`config.mk`:
```
export PLATFORM = sky130hd
export DESIGN_NAME = instr_loader_flat
export DESIGN_NICKNAME = d
export VERILOG_FILES = /design/src/rtl/instr_loader_if.sv /design/src/rtl/instr_loader.sv /design/src/flat_wrapper.sv
export SDC_FILE = /design/constraint.sdc
export NUM_CORES = 1
export LEC_CHECK = 0
export BUFFER_PORTS_ARGS = -buffer_cell sky130_fd_sc_hd__buf_2
export CAP_MARGIN = 10
export CORE_MARGIN = 2
export CORE_UTILIZATION = 50
export CTS_CLUSTER_DIAMETER = 150
export CTS_CLUSTER_SIZE = 10
export DETAILED_ROUTE_END_ITERATION = 10
export HOLD_SLACK_MARGIN = 0.1
export PLACE_DENSITY = 0.77
export REMOVE_ABC_BUFFERS = 1
export SYNTH_ARGS = -nofsm -noshare
export SYNTH_HDL_FRONTEND = slang
export SYNTH_SLANG_ARGS = --single-unit
```
`constraint.sdc`:
```
create_clock -name clk -period 1.43 [get_ports clk]
set_input_delay 0.286 -clock clk [delete_from_list [all_inputs] [get_ports clk]]
set_output_delay 0.286 -clock clk [all_outputs]
set_load 0.005 [all_outputs]
```
`src/rtl/instr_loader_if.sv`:
```
// Byte-stream input, load control and instruction-RAM write port of the
// program loader, bundled so the host side and the loader share one bus.
interface instr_loader_if #(
    parameter int ADDR_WIDTH = 8,
    parameter int DATA_WIDTH = 32
);
    logic                  start;
    logic [ADDR_WIDTH:0]   word_count;
    logic                  in_valid;
    logic [7:0]            in_data;
    logic                  in_ready;
    logic                  mem_we;
    logic [ADDR_WIDTH-1:0] mem_addr;
    logic [DATA_WIDTH-1:0] mem_wdata;
    logic                  busy;
    logic                  done;
    logic                  cpu_hold;

    // Host / debug link side: issues loads and supplies bytes.
    modport master (
        output start, word_count, in_valid, in_data,
        input  in_ready, mem_we, mem_addr, mem_wdata, busy, done, cpu_hold
    );

    // Loader side.
    modport slave (
        input  start, word_count, in_valid, in_data,
        output in_ready, mem_we, mem_addr, mem_wdata, busy, done, cpu_hold
    );
endinterface

```
`src/rtl/instr_loader.sv`:
```
// Program loader: assembles a little-endian byte stream into 32-bit words,
// writes them to instruction memory from address 0 upward and keeps the CPU
// held in reset until a load has completed.
module instr_loader #(
    parameter int ADDR_WIDTH = 8,
    parameter int DATA_WIDTH = 32
) (
    input logic          clk,
    input logic          reset,
    instr_loader_if.slave bus
);
    localparam int CNT_W = ADDR_WIDTH + 1;
    localparam logic [CNT_W-1:0] MAX_WORDS = CNT_W'(1) << ADDR_WIDTH;

    typedef enum logic [1:0] {IDLE, RECV, WRITE, DONE} state_t;

    state_t                state, state_nxt;
    logic [CNT_W-1:0]      words_left;
    logic [ADDR_WIDTH-1:0] addr_cnt;
    logic [1:0]            byte_cnt;
    logic [23:0]           asm_q;
    logic [ADDR_WIDTH-1:0] mem_addr_q;
    logic [DATA_WIDTH-1:0] mem_wdata_q;
    logic                  cpu_hold_q;
    logic                  accept;
    logic                  last_byte;
    logic [CNT_W-1:0]      count_clamped;

    // Requests above the memory size are truncated to a full-memory load.
    function automatic logic [CNT_W-1:0] clamp_count(input logic [CNT_W-1:0] c);
        return (c > MAX_WORDS) ? MAX_WORDS : c;
    endfunction

    assign count_clamped = clamp_count(bus.word_count);
    assign accept        = (state == RECV) && bus.in_valid;
    assign last_byte     = accept && (byte_cnt == 2'd3);

    // State register.
    always_ff @(posedge clk or negedge reset) begin
        if (!reset) state <= IDLE;
        else        state <= state_nxt;
    end

    // Next-state selection.
    always_comb begin
        state_nxt = state;
        case (state)
            IDLE:    if (bus.start) state_nxt = (count_clamped == '0) ? DONE : RECV;
            RECV:    if (last_byte) state_nxt = WRITE;
            WRITE:   state_nxt = (words_left == CNT_W'(1)) ? DONE : RECV;
            DONE:    state_nxt = IDLE;
            default: state_nxt = IDLE;
        endcase
    end

    // Counters, byte assembly and the registered write port; the finished
    // word and its address are captured on the last byte so they hold their
    // values after the write cycle.
    always_ff @(posedge clk or negedge reset) begin
        if (!reset) begin
            words_left  <= '0;
            addr_cnt    <= '0;
            byte_cnt    <= '0;
            asm_q       <= '0;
            mem_addr_q  <= '0;
            mem_wdata_q <= '0;
            cpu_hold_q  <= 1'b1;
        end else begin
            case (state)
                IDLE: begin
                    if (bus.start) begin
                        words_left <= count_clamped;
                        addr_cnt   <= '0;
                        byte_cnt   <= '0;
                        cpu_hold_q <= 1'b1;
                    end
                end
                RECV: begin
                    if (accept) begin
                        byte_cnt <= byte_cnt + 2'd1;
                        case (byte_cnt)
                            2'd0: asm_q[7:0]   <= bus.in_data;
                            2'd1: asm_q[15:8]  <= bus.in_data;
                            2'd2: asm_q[23:16] <= bus.in_data;
                            default: begin
                                mem_wdata_q <= {bus.in_data, asm_q};
                                mem_addr_q  <= addr_cnt;
                            end
                        endcase
                    end
                end
                WRITE: begin
                    addr_cnt   <= addr_cnt + 1'b1;
                    words_left <= words_left - 1'b1;
                    byte_cnt   <= '0;
                end
                DONE: cpu_hold_q <= 1'b0;
                default: ;
            endcase
        end
    end

    assign bus.in_ready  = (state == RECV);
    assign bus.mem_we    = (state == WRITE);
    assign bus.mem_addr  = mem_addr_q;
    assign bus.mem_wdata = mem_wdata_q;
    assign bus.busy      = (state != IDLE);
    assign bus.done      = (state == DONE);
    assign bus.cpu_hold  = cpu_hold_q;
endmodule

```
`src/flat_wrapper.sv`:
```
// flat-port wrapper written by rule: the top's interface ports become plain ports
module instr_loader_flat 
#(
    parameter int ADDR_WIDTH = 8,
    parameter int DATA_WIDTH = 32
)
  (clk, reset, bus_start, bus_word_count, bus_in_valid, bus_in_data, bus_in_ready, bus_mem_we, bus_mem_addr, bus_mem_wdata, bus_busy, bus_done, bus_cpu_hold);
  instr_loader_if #(.ADDR_WIDTH(ADDR_WIDTH), .DATA_WIDTH(DATA_WIDTH)) bus_i ();
  input logic clk;
  input logic reset;
  input wire logic [$bits(bus_i.start)-1:0] bus_start;
  input wire logic [$bits(bus_i.word_count)-1:0] bus_word_count;
  input wire logic [$bits(bus_i.in_valid)-1:0] bus_in_valid;
  input wire logic [$bits(bus_i.in_data)-1:0] bus_in_data;
  output wire logic [$bits(bus_i.in_ready)-1:0] bus_in_ready;
  output wire logic [$bits(bus_i.mem_we)-1:0] bus_mem_we;
  output wire logic [$bits(bus_i.mem_addr)-1:0] bus_mem_addr;
  output wire logic [$bits(bus_i.mem_wdata)-1:0] bus_mem_wdata;
  output wire logic [$bits(bus_i.busy)-1:0] bus_busy;
  output wire logic [$bits(bus_i.done)-1:0] bus_done;
  output wire logic [$bits(bus_i.cpu_hold)-1:0] bus_cpu_hold;
  assign bus_i.start = bus_start;
  assign bus_i.word_count = bus_word_count;
  assign bus_i.in_valid = bus_in_valid;
  assign bus_i.in_data = bus_in_data;
  assign bus_in_ready = bus_i.in_ready;
  assign bus_mem_we = bus_i.mem_we;
  assign bus_mem_addr = bus_i.mem_addr;
  assign bus_mem_wdata = bus_i.mem_wdata;
  assign bus_busy = bus_i.busy;
  assign bus_done = bus_i.done;
  assign bus_cpu_hold = bus_i.cpu_hold;
  instr_loader #(.ADDR_WIDTH(ADDR_WIDTH), .DATA_WIDTH(DATA_WIDTH)) u_core (.clk(clk), .reset(reset), .bus(bus_i));
endmodule
```
==> impl_metrics.tcl <==
set metrics [dict create \
    nFillCells 521 \
    internal_power_mw 6.83 \
    synth.distinct_cells 48 \
    power_switching_share_pct 31.5 \
    grt_max_degree 38 \
    path_class "register to output pin" \
    hpwl_um 5320 \
    pre_cts_ws_ns -0.0953 \
    p_sw_mw 3.15 \
    cp_data_arrival_time_ns 1.28 \
    period_minus_slack_ns 1.57 \
    overflow 0 \
    synthMuxAreaShare_pct 23.3 \
    peakVddDrop_mv 1.02 \
    leakagePower_nw 2.66 \
    cts.clk_slew.worst_paths_ns 0.09 \
    syn-cell-area_um2 3800 \
    clkLatencyLatePin_ns 0.36 \
    htreeDepth 3 \
    fin_crit_sh_pct 110 \
    ys_seq_elements 86 \
    pwr-share-seq_pct 42.1 \
    grt_usage_pct 20.2 \
    yosys.area_share.simple_pct 8.30 \
    area_delta_synth_final_pct 36.1 \
    crit_path_end_kind "output pin" \
    crit_chain "buf_6 -> nand2b_4 -> inv_4 -> buf_6 -> buf_6" \
    finalHoldViolations 0 \
    ys_seq_area_share_pct 56.7 \
    cpLargestDelayFamily "flip-flops" \
    placed_cells 448 \
    netlist_instances 264 \
    maxCapViolCount 0 \
    synth_edf_count 0 \
    cpPeakStageDelay_ns 0.45 \
    critPathRequiredTime_ns 1.14 \
    ant_nets 0 \
    vias 2581 \
    start_kind "register" \
    rsz0062_at_grt "true" \
    pin_count 66 \
    synthFlopType "dfrtp_1" \
    status "complete, but fails checks" \
    cellPowerDensity_nw_per_um2 1930 \
    relSlewSlack_pct 79.1 \
    crit_fanout 4 \
    skew_ns 0.00896 \
    cpMaxStageDelayCell "dfrtp_2" \
    antenna_found_initial 0 \
    worst_pin_slew_ns 0.311 \
    gp_congestion 0.896 \
    cts_tree "yes" \
    numCtsBuffers 9 \
    path_buf_inv 4 \
    port-buffer-count 65 \
    async_flop_share_pct 100 \
    core_um2 7290 \
    die_area_um2 8310 \
    die_x_um 91.2 \
    synth.avg_cell_area_um2 14.4 \
    synthXorXnorAreaFrac_pct 0 \
    drive_above_1_share_pct 58.5 \
    fin_nets 406 \
    p_clk_share_pct 15.6 \
    synthAdderAreaFrac_pct 2.31 \
    hp-class "primary input to register" \
    dr.pass1.iters 4 \
    crit_top_cell "buf_6" \
    drt-total-wl_um 8580 \
    failed_checks "setup timing" \
    synth_compound_area_share_pct 6.46 \
    viasPerCell 5.35 \
    fmax_mhz 638 \
    worst_slack_ns -0.137 \
    final_util_pct 70.9 \
    wl_per_cell_um 17.8 \
    maxSlewViolCount 0 \
    fp-row-count 31 \
    max-clock-path-buffers 2 \
    stdcell_count 482 \
    initial_utilization_pct 52.1 \
    cts_root_buffer "clkbuf_8" \
    drc 0 \
    yosys_warnings 0 \
    setup_viol 78 \
    first_iter_violations 78 \
    synth_top_family_by_area "multiplexers" \
    grt_pass1_wl_um 13100 \
    antennaDiodeCount 0 \
    first_global_vias 2633 \
    die_y_um 91.2 \
    cts_sinks 86 \
    p_comb_share_pct 42.3 \
]
cell usage after synthesis, types with 3 or more instances:
master / instances / share of area (%)
dfrtp_1: 85 / 56
o211ai_1: 6 / 1.2
mux2_4: 38 / 15
buf_4: 3 / 0.59
nand2_1: 16 / 1.6
buf_6: 5 / 1.5
nand2_2: 3 / 0.49
mux2_2: 26 / 7.7
nor3_1: 6 / 0.79
inv_1: 7 / 0.69
nand3_1: 7 / 0.92
o21ai_0: 9 / 1.2
ha_1: 7 / 2.3
final cells by class:
type                            count  area, um^2  share of cell area [%]
Clock buffer                       12         145                    2.81
Clock inverter                      4        31.3                   0.605
Inverter                            8        32.5                   0.629
Multi-Input combinational cell    161        1780                    34.4
Sequential cell                    86        2160                    41.7
Tap cell                           99         124                    2.40
Timing Repair Buffer              112         900                    17.4
layout by cell type (no fill, tap or decap), types with 5 or more instances in the layout:
master,netlist,routed
buf_12,0,7
buf_2,0,61
buf_4,3,23
buf_6,5,17
clkbuf_8,0,10
dfrtp_1,85,83
ha_1,7,6
inv_1,7,7
mux2_4,38,64
nand2_1,16,12
nand3_1,7,5
o211ai_1,6,6
kinds of logic (layout without fill, tap and decap cells):
| group | after synthesis | in the layout |
|---|---|---|
| flops | 86 | 86 |
| mux | 66 | 66 |
| compound gates | 35 | 35 |
| buf+inv | 17 | 136 |
| fa+ha+maj | 7 | 7 |
| simple gates | 53 | 53 |
flip-flops by register name, summed over array words and instances (netlist names):
register              flops
u_core.addr_cnt           8
u_core.asm_q             24
u_core.bus.cpu_hold       1
u_core.bus.mem_addr       8
u_core.bus.mem_wdata     32
u_core.byte_cnt           2
u_core.state              2
u_core.words_left         9
metal layers:
layer  vias up  share of wire, %  wire (um)  track usage (%)
met4         0               1.5        133             6.31
met1      1310                43       3680             26.4
met5         -                 0          0                0
met3        14               3.6        312             5.31
li1       1182                 -          -                -
met2        75                52       4460             33.1
tightest hold or removal path, cell delays in order:
cell	delay [ns]
buf_2	0.09
nand2_1	0.04
nand3_1	0.07
per-stage QoR:
step | area (um^2) | hold slack (ns) | total power [mW] | TNS [ns]
after floorplan | 3710 | -0.00959 | 6.00 | -15.80
after global placement | 4450 | 0.194 | 7.25 | -0.572
after detailed placement | 4450 | 0.202 | 7.44 | -2.47
after CTS | 4920 | 0.134 | 9.41 | -2.74
after global routing | 5170 | 0.156 | 10.6 | -9.99
final | 5170 | 0.159 | 9.98 | -7.57
path summary, 6_finish.rpt:
kind / from / endpoint / slack (ns) / cells after the start
min in group asynchronous: reset / u_core.bus.mem_wdata[18]$_DFFE_PN0P_ / 0.36 / 2
worst min-delay path: bus_word_count[4] / u_core.words_left[4]$_DFFE_PN0P_ / 0.16 / 3
worst max-delay path: u_core.state[1]$_DFFE_PN0P_ / bus_mem_we / -0.14 / 5
worst min register to register: u_core.bus.cpu_hold$_DFFE_PN1P_ / u_core.bus.cpu_hold$_DFFE_PN1P_ / 0.50 / 2
worst max register to register: u_core.state[1]$_DFFE_PN0P_ / u_core.bus.mem_wdata[2]$_DFFE_PN0P_ / -0.14 / 5
max in group asynchronous: reset / u_core.bus.cpu_hold$_DFFE_PN1P_ / 0.55 / 3
power by group through the flow:
stage / clock (mW) / sequential (mW) / combinational [mW]
2_1_floorplan: 0 / 4.10 / 1.90
3_3_place_gp: 0 / 4.09 / 3.16
3_5_place_dp: 0 / 4.16 / 3.29
4_1_cts: 1.59 / 4.14 / 3.68
5_1_grt: 1.70 / 4.32 / 4.54
6_report: 1.56 / 4.20 / 4.22
repair_timing:
item	4_1_cts	5_1_grt
setup endpoints to repair	75	85
setup buffers	10	4
gates resized for setup	35	49
hold endpoints to repair	20	0
pin swaps	7	10
cloned	2	1
hold buffers	1	0
Power figures use the tool's default switching activity.
